[config.mk]
export PLATFORM = sky130hd
export DESIGN_NAME = conv_tile_sched_flat
export DESIGN_NICKNAME = d
export VERILOG_FILES = /design/src/rtl/conv_tile_sched_if.sv /design/src/rtl/conv_tile_sched.sv /design/src/flat_wrapper.sv
export SDC_FILE = /design/constraint.sdc
export NUM_CORES = 1
export LEC_CHECK = 0
export ABC_AREA = 1
export CAP_MARGIN = 5
export CELL_PAD_IN_SITES_DETAIL_PLACEMENT = 0
export CELL_PAD_IN_SITES_GLOBAL_PLACEMENT = 1
export CORE_ASPECT_RATIO = 1.75
export CORE_UTILIZATION = 39
export CTS_CLUSTER_DIAMETER = 120
export DETAILED_ROUTE_END_ITERATION = 8
export GPL_TIMING_DRIVEN = 0
export PLACE_DENSITY = 0.9
export SYNTH_ARGS = -nofsm -noshare
export SYNTH_HDL_FRONTEND = slang
export SYNTH_SLANG_ARGS = --single-unit
[constraint.sdc]
create_clock -name clk -period 2.3 [get_ports clk]
set_clock_uncertainty 0.1 [all_clocks]
set_input_delay 0.23 -clock clk [delete_from_list [all_inputs] [get_ports clk]]
set_output_delay 0.23 -clock clk [all_outputs]
set_load 0.02 [all_outputs]
[src/rtl/conv_tile_sched_if.sv]
// Handshake bundle between the tile sequencer, the host and the engines.
// TILE_SCHED_PERF_EN adds the perf counter outputs.
interface conv_tile_sched_if #(
    parameter int IW = 8
);
    logic          sched_start;
    logic          sched_abort;
    logic          sched_busy;
    logic          sched_done;
    logic          in_ld_start;
    logic          in_ld_done;
    logic          w_ld_start;
    logic          w_ld_done;
    logic          conv_start;
    logic          conv_done;
    logic          out_clr;
    logic          st_start;
    logic          st_done;
    logic [IW-1:0] n_idx;
    logic [IW-1:0] r_idx;
    logic [IW-1:0] c_idx;
    logic [IW-1:0] m_idx;
`ifdef TILE_SCHED_PERF_EN
    logic [31:0]   perf_busy_cyc;
    logic [31:0]   perf_conv_cyc;

    modport master (
        input  sched_start, sched_abort,
        input  in_ld_done, w_ld_done,
        input  conv_done, st_done,
        output sched_busy, sched_done,
        output in_ld_start, w_ld_start,
        output conv_start, st_start,
        output out_clr,
        output n_idx, r_idx, c_idx, m_idx,
        output perf_busy_cyc, perf_conv_cyc
    );

    modport slave (
        output sched_start, sched_abort,
        output in_ld_done, w_ld_done,
        output conv_done, st_done,
        input  sched_busy, sched_done,
        input  in_ld_start, w_ld_start,
        input  conv_start, st_start,
        input  out_clr,
        input  n_idx, r_idx, c_idx, m_idx,
        input  perf_busy_cyc, perf_conv_cyc
    );
`else
    modport master (
        input  sched_start, sched_abort,
        input  in_ld_done, w_ld_done,
        input  conv_done, st_done,
        output sched_busy, sched_done,
        output in_ld_start, w_ld_start,
        output conv_start, st_start,
        output out_clr,
        output n_idx, r_idx, c_idx, m_idx
    );

    modport slave (
        output sched_start, sched_abort,
        output in_ld_done, w_ld_done,
        output conv_done, st_done,
        input  sched_busy, sched_done,
        input  in_ld_start, w_ld_start,
        input  conv_start, st_start,
        input  out_clr,
        input  n_idx, r_idx, c_idx, m_idx
    );
`endif
endinterface

[src/rtl/conv_tile_sched.sv]
// Layer tile sequencer: walks n/r/c/m tiles and pulses load, conv and store engines.
// Define TILE_SCHED_PERF_EN to add the busy/conv cycle counters.
module conv_tile_sched #(
    parameter int NR = 4,
    parameter int NC = 4,
    parameter int NM = 2,
    parameter int NN = 2,
    parameter int IW = 8
) (
    input logic               clk,
    input logic               rst,
    conv_tile_sched_if.master bus
);

    typedef enum logic [2:0] {
        IDLE,
        LD_IN,
        LD_W,
        CONV,
        ST,
        FIN
    } state_t;

    localparam logic [IW-1:0] N_LAST = IW'(NN - 1);
    localparam logic [IW-1:0] R_LAST = IW'(NR - 1);
    localparam logic [IW-1:0] C_LAST = IW'(NC - 1);
    localparam logic [IW-1:0] M_LAST = IW'(NM - 1);
    localparam logic [IW-1:0] ONE    = IW'(1);

    state_t        state;
    logic          busy_q;
    logic          done_q;
    logic          in_ld_q;
    logic          w_ld_q;
    logic          conv_q;
    logic          st_q;
    logic          clr_q;
    logic [IW-1:0] n_q;
    logic [IW-1:0] r_q;
    logic [IW-1:0] c_q;
    logic [IW-1:0] m_q;

    logic start_ok;
    logic abort_ok;
    logic in_ok;
    logic w_ok;
    logic conv_ok;
    logic st_ok;
    logic last_tile;

    // A done is only believed once its start pulse has been issued.
    assign start_ok  = (state == IDLE) && bus.sched_start;
    assign abort_ok  = (state != IDLE) && bus.sched_abort;
    assign in_ok     = (state == LD_IN) && !in_ld_q && bus.in_ld_done;
    assign w_ok      = (state == LD_W) && !w_ld_q && bus.w_ld_done;
    assign conv_ok   = (state == CONV) && !conv_q && bus.conv_done;
    assign st_ok     = (state == ST) && !st_q && bus.st_done;
    assign last_tile = (n_q == N_LAST) && (r_q == R_LAST) &&
                       (c_q == C_LAST);

    always_ff @(posedge clk or posedge rst) begin
        if (rst) begin
            state   <= IDLE;
            busy_q  <= 1'b0;
            done_q  <= 1'b0;
            in_ld_q <= 1'b0;
            w_ld_q  <= 1'b0;
            conv_q  <= 1'b0;
            st_q    <= 1'b0;
            clr_q   <= 1'b0;
            n_q     <= '0;
            r_q     <= '0;
            c_q     <= '0;
            m_q     <= '0;
        end else begin
            in_ld_q <= 1'b0;
            w_ld_q  <= 1'b0;
            conv_q  <= 1'b0;
            st_q    <= 1'b0;
            done_q  <= 1'b0;
            if (abort_ok) begin
                state  <= IDLE;
                busy_q <= 1'b0;
                clr_q  <= 1'b0;
                n_q    <= '0;
                r_q    <= '0;
                c_q    <= '0;
                m_q    <= '0;
            end else begin
                unique case (state)
                    IDLE: begin
                        if (start_ok) begin
                            state   <= LD_IN;
                            busy_q  <= 1'b1;
                            in_ld_q <= 1'b1;
                            n_q     <= '0;
                            r_q     <= '0;
                            c_q     <= '0;
                            m_q     <= '0;
                        end
                    end
                    LD_IN: begin
                        if (in_ok) begin
                            state  <= LD_W;
                            w_ld_q <= 1'b1;
                        end
                    end
                    LD_W: begin
                        if (w_ok) begin
                            state  <= CONV;
                            conv_q <= 1'b1;
                            clr_q  <= (m_q == '0);
                        end
                    end
                    CONV: begin
                        if (conv_ok) begin
                            clr_q <= 1'b0;
                            if (m_q != M_LAST) begin
                                state   <= LD_IN;
                                in_ld_q <= 1'b1;
                                m_q     <= m_q + ONE;
                            end else begin
                                state <= ST;
                                st_q  <= 1'b1;
                            end
                        end
                    end
                    ST: begin
                        if (st_ok) begin
                            if (last_tile) begin
                                state  <= FIN;
                                busy_q <= 1'b0;
                                done_q <= 1'b1;
                            end else begin
                                state   <= LD_IN;
                                in_ld_q <= 1'b1;
                                m_q     <= '0;
                                if (c_q != C_LAST) begin
                                    c_q <= c_q + ONE;
                                end else begin
                                    c_q <= '0;
                                    if (r_q != R_LAST) begin
                                        r_q <= r_q + ONE;
                                    end else begin
                                        r_q <= '0;
                                        n_q <= n_q + ONE;
                                    end
                                end
                            end
                        end
                    end
                    FIN: begin
                        state <= IDLE;
                    end
                    default: begin
                        state <= IDLE;
                    end
                endcase
            end
        end
    end

    assign bus.sched_busy  = busy_q;
    assign bus.sched_done  = done_q;
    assign bus.in_ld_start = in_ld_q;
    assign bus.w_ld_start  = w_ld_q;
    assign bus.conv_start  = conv_q;
    assign bus.st_start    = st_q;
    assign bus.out_clr     = clr_q;
    assign bus.n_idx       = n_q;
    assign bus.r_idx       = r_q;
    assign bus.c_idx       = c_q;
    assign bus.m_idx       = m_q;

`ifdef TILE_SCHED_PERF_EN
    logic [31:0] busy_cyc;
    logic [31:0] conv_cyc;

    // Counters saturate rather than wrap so long layers still read sane.
    always_ff @(posedge clk or posedge rst) begin
        if (rst) begin
            busy_cyc <= '0;
            conv_cyc <= '0;
        end else if (start_ok) begin
            busy_cyc <= '0;
            conv_cyc <= '0;
        end else begin
            if (busy_q && (busy_cyc != '1)) begin
                busy_cyc <= busy_cyc + 32'd1;
            end
            if ((state == CONV) && (conv_cyc != '1)) begin
                conv_cyc <= conv_cyc + 32'd1;
            end
        end
    end

    assign bus.perf_busy_cyc = busy_cyc;
    assign bus.perf_conv_cyc = conv_cyc;
`endif

endmodule

[src/flat_wrapper.sv]
// flat-port wrapper written by rule: the top's interface ports become plain ports
module conv_tile_sched_flat 
#(
    parameter int NR = 4,
    parameter int NC = 4,
    parameter int NM = 2,
    parameter int NN = 2,
    parameter int IW = 8
)
  (clk, rst, bus_sched_start, bus_sched_abort, bus_in_ld_done, bus_w_ld_done, bus_conv_done, bus_st_done, bus_sched_busy, bus_sched_done, bus_in_ld_start, bus_w_ld_start, bus_conv_start, bus_st_start, bus_out_clr, bus_n_idx, bus_r_idx, bus_c_idx, bus_m_idx);
  conv_tile_sched_if #(.IW(IW)) bus_i ();
  input logic clk;
  input logic rst;
  input wire logic [$bits(bus_i.sched_start)-1:0] bus_sched_start;
  input wire logic [$bits(bus_i.sched_abort)-1:0] bus_sched_abort;
  input wire logic [$bits(bus_i.in_ld_done)-1:0] bus_in_ld_done;
  input wire logic [$bits(bus_i.w_ld_done)-1:0] bus_w_ld_done;
  input wire logic [$bits(bus_i.conv_done)-1:0] bus_conv_done;
  input wire logic [$bits(bus_i.st_done)-1:0] bus_st_done;
  output wire logic [$bits(bus_i.sched_busy)-1:0] bus_sched_busy;
  output wire logic [$bits(bus_i.sched_done)-1:0] bus_sched_done;
  output wire logic [$bits(bus_i.in_ld_start)-1:0] bus_in_ld_start;
  output wire logic [$bits(bus_i.w_ld_start)-1:0] bus_w_ld_start;
  output wire logic [$bits(bus_i.conv_start)-1:0] bus_conv_start;
  output wire logic [$bits(bus_i.st_start)-1:0] bus_st_start;
  output wire logic [$bits(bus_i.out_clr)-1:0] bus_out_clr;
  output wire logic [$bits(bus_i.n_idx)-1:0] bus_n_idx;
  output wire logic [$bits(bus_i.r_idx)-1:0] bus_r_idx;
  output wire logic [$bits(bus_i.c_idx)-1:0] bus_c_idx;
  output wire logic [$bits(bus_i.m_idx)-1:0] bus_m_idx;
  assign bus_i.sched_start = bus_sched_start;
  assign bus_i.sched_abort = bus_sched_abort;
  assign bus_i.in_ld_done = bus_in_ld_done;
  assign bus_i.w_ld_done = bus_w_ld_done;
  assign bus_i.conv_done = bus_conv_done;
  assign bus_i.st_done = bus_st_done;
  assign bus_sched_busy = bus_i.sched_busy;
  assign bus_sched_done = bus_i.sched_done;
  assign bus_in_ld_start = bus_i.in_ld_start;
  assign bus_w_ld_start = bus_i.w_ld_start;
  assign bus_conv_start = bus_i.conv_start;
  assign bus_st_start = bus_i.st_start;
  assign bus_out_clr = bus_i.out_clr;
  assign bus_n_idx = bus_i.n_idx;
  assign bus_r_idx = bus_i.r_idx;
  assign bus_c_idx = bus_i.c_idx;
  assign bus_m_idx = bus_i.m_idx;
  conv_tile_sched #(.NR(NR), .NC(NC), .NM(NM), .NN(NN), .IW(IW)) u_core (.clk(clk), .rst(rst), .bus(bus_i));
endmodule
==> run metrics <==
Seq cells post-synth 42; GRT Util Overall 21.5%; FFs w/ async S/R, synth 100%; final worst path period share 86.1%; maxcap violations 0; P_leak 1.80 nW; setup bufs post-CTS 0; Post-synth top flop dfrtp_1; CTS root buf clkbuf_16; syn_area_per_cell 6.93 um^2; Worst Path Max Fanout 9; clock sinks 42; gr ovfl total 0; final wirelength 7.64 mm; via/cell ratio 5.08; # setup viols final 0; post-synthesis sequential area ratio 35.7%; DIE WIDTH 67.7 um; r2r setup slk 340 ps; critical path arrival 2070 ps; Post-synth top cells nand2_1 (135), nor2_1 (60), inv_1 (50); Final Non-Filler Cells 566; router iterations before antenna repair 4; Via Count 2873; Worst path slowest cell clkdlybuf4s50_1; Cell variety after synth 32; HPWL after DPL 5.76 mm; first-pass GRT wire length 12.8 mm; Setup TNS 0 ps; Largest stage delay, worst path 660 ps; f_max 0.505 GHz; Syn. warnings 0; Crit path top cell by count nand2_1; total CTS buffers 5; status completed; Hold Fails Final Rpt 0; CTS tree done; largest area contributor in the netlist dfrtp_1; Reg2Reg Capture Point u_core.bus.n_idx[0]$_DFFE_PP0P_; largest cells by area after synthesis dfrtp_1 (36%), nand2_1 (17%), nor2_1 (7.6%); Bufs on Longest Clock Path 2; Final Hold Slack 124 ps; share of post-route cells with drive strength above 1 9.38%; Worst setup EP type flip-flop; Worst-path clk slew 70 ps; pin count of the biggest net entering global routing 28; minimum clock period 1980 ps; Cell Area, Synth 0.00295 mm^2; crit path cell chain clkdlybuf4s50_1 -> inv_1 -> nand4_1 -> nand3_1 -> nor2_4 -> nand3_2 -> nand2_1 -> nand2_1; CP Class in -> reg; Area Overhead vs Synth 24.8%; row count 41; Starting Density 40.7%; PwrDens 653 mW/mm^2; required time of the critical path 2390 ps; Critical R2R Launch u_core.bus.r_idx[0]$_DFFE_PP0P_; # resized after CTS 0; Hold-fix buffers, CTS 0; post-synthesis cell count 425; core area 0.00723 mm^2; initial antenna violation count 0; Setup crit start kind input pin; Buf/Inv on CP 2; Worst-Skew Late Latency 290 ps; Fillers 725; H-Tree Depth 2; Synth top area share 35.7%; WL/cell 13.5 um; Max Slew Vio Count 0; drt drc 0; Die Span Y 117 um; cell with the most instances after synthesis nand2_1; layout net count 494; Post-DRT Antenna Nets 0; Slew Limit Headroom 73.5%; Diodes inserted 0; Inst Count DP 558; crit-path leading delay family simple AND/OR/NAND/NOR gates; Ports 47; Synth Net Count 440; total die area 0.00792 mm^2; EDFF count, synth 0; Starting DRT DRC Count 220; worst slew pin tran 396 ps; gpl congestion 0.955; via count of the first global-routing pass 2808; Port-buffer cells 46; worst min path class in -> async; R2R depth 8; maximum VDD drop 0.000371 V; RSZ-0062 raised after global routing no
how the worst max path moves through the flow:
stage	slack [ps]	cells after the start	endpoint	from
final	320	8	u_core.bus.m_idx[7]$_DFFE_PP0P_	bus_sched_abort
after detailed placement	-20	8	u_core.bus.m_idx[7]$_DFFE_PP0P_	bus_sched_abort
after floorplan	430	8	u_core.bus.m_idx[6]$_DFFE_PP0P_	u_core.bus.r_idx[0]$_DFFE_PP0P_
after CTS	300	8	u_core.bus.m_idx[7]$_DFFE_PP0P_	bus_sched_abort
after global routing	130	8	u_core.bus.m_idx[5]$_DFFE_PP0P_	bus_sched_abort
after global placement	7	2	u_core.bus.c_idx[7]$_DFFE_PP0P_	rst
placed cells by master (no fill, tap or decap), types with 4 or more instances in the layout:
cell and n:
buf_2 4, buf_6 4, clkbuf_16 5, dfrtp_1 42, o21ai_2 7, clkdlybuf4s50_1 46
nand3_1 35, a21oi_1 7, ha_1 7, nor2_2 4, o21ai_0 6, inv_1 49
nor2_1 60, nand4_1 29, nor2_4 5, nand2_1 135
per-layer routing:
| metal | global-route usage [%] | share of wire, % |
|---|---|---|
| met1 | 23.5 | 40 |
| met2 | 39.5 | 55 |
| met3 | 2.91 | 2.7 |
| met4 | 9.79 | 2.0 |
| met5 | 0 | 0 |
cell type report:
class | instances | area (um^2) | share of cell area [%]
well taps | 86 | 108 | 2.93
clock inverters | 2 | 13.8 | 0.374
clock buffers | 6 | 129 | 3.51
inverters | 53 | 199 | 5.41
plain buffers | 8 | 65.1 | 1.77
flip-flops and latches | 42 | 1050 | 28.6
multi-input cells | 322 | 1630 | 44.3
repair buffers | 47 | 480 | 13.1
through the flow:
stage                     util, %  area, um^2  total power, W  worst slack (ps)
after floorplan                 -        2950         0.00143               434
after global placement       48.6        3510         0.00168              7.41
after detailed placement     48.8        3530         0.00169             -17.3
after CTS                    50.8        3680         0.00243               299
after global routing         50.8        3680         0.00253               129
final                        50.8        3680         0.00240               319
cells by family after synthesis:
family	Yosys count	share of synthesized area [%]
and+or+nand+nor	281	43.9
buffers and inverters	61	8.96
DFF	42	35.7
AOI/OAI and AO/OA	28	6.67
adders and majority gates	7	2.97
xor gates and xnor gates	6	1.78
flip-flops by register name, summed over array words and instances, names as in the netlist:
register	count
u_core.bus.conv_start	1
u_core.bus.r_idx	8
u_core.bus.st_start	1
u_core.bus.sched_done	1
u_core.bus.n_idx	8
u_core.bus.sched_busy	1
u_core.bus.in_ld_start	1
u_core.state	3
u_core.bus.c_idx	8
u_core.bus.out_clr	1
u_core.bus.w_ld_start	1
u_core.bus.m_idx	8
power breakdown:
group | internal, W | switching [W]
registers | 0.000790 | 0.0000609
logic | 0.000271 | 0.000551
clock network | 0.000404 | 0.000322
No activity file was read; power rests on OpenSTA's default activity.
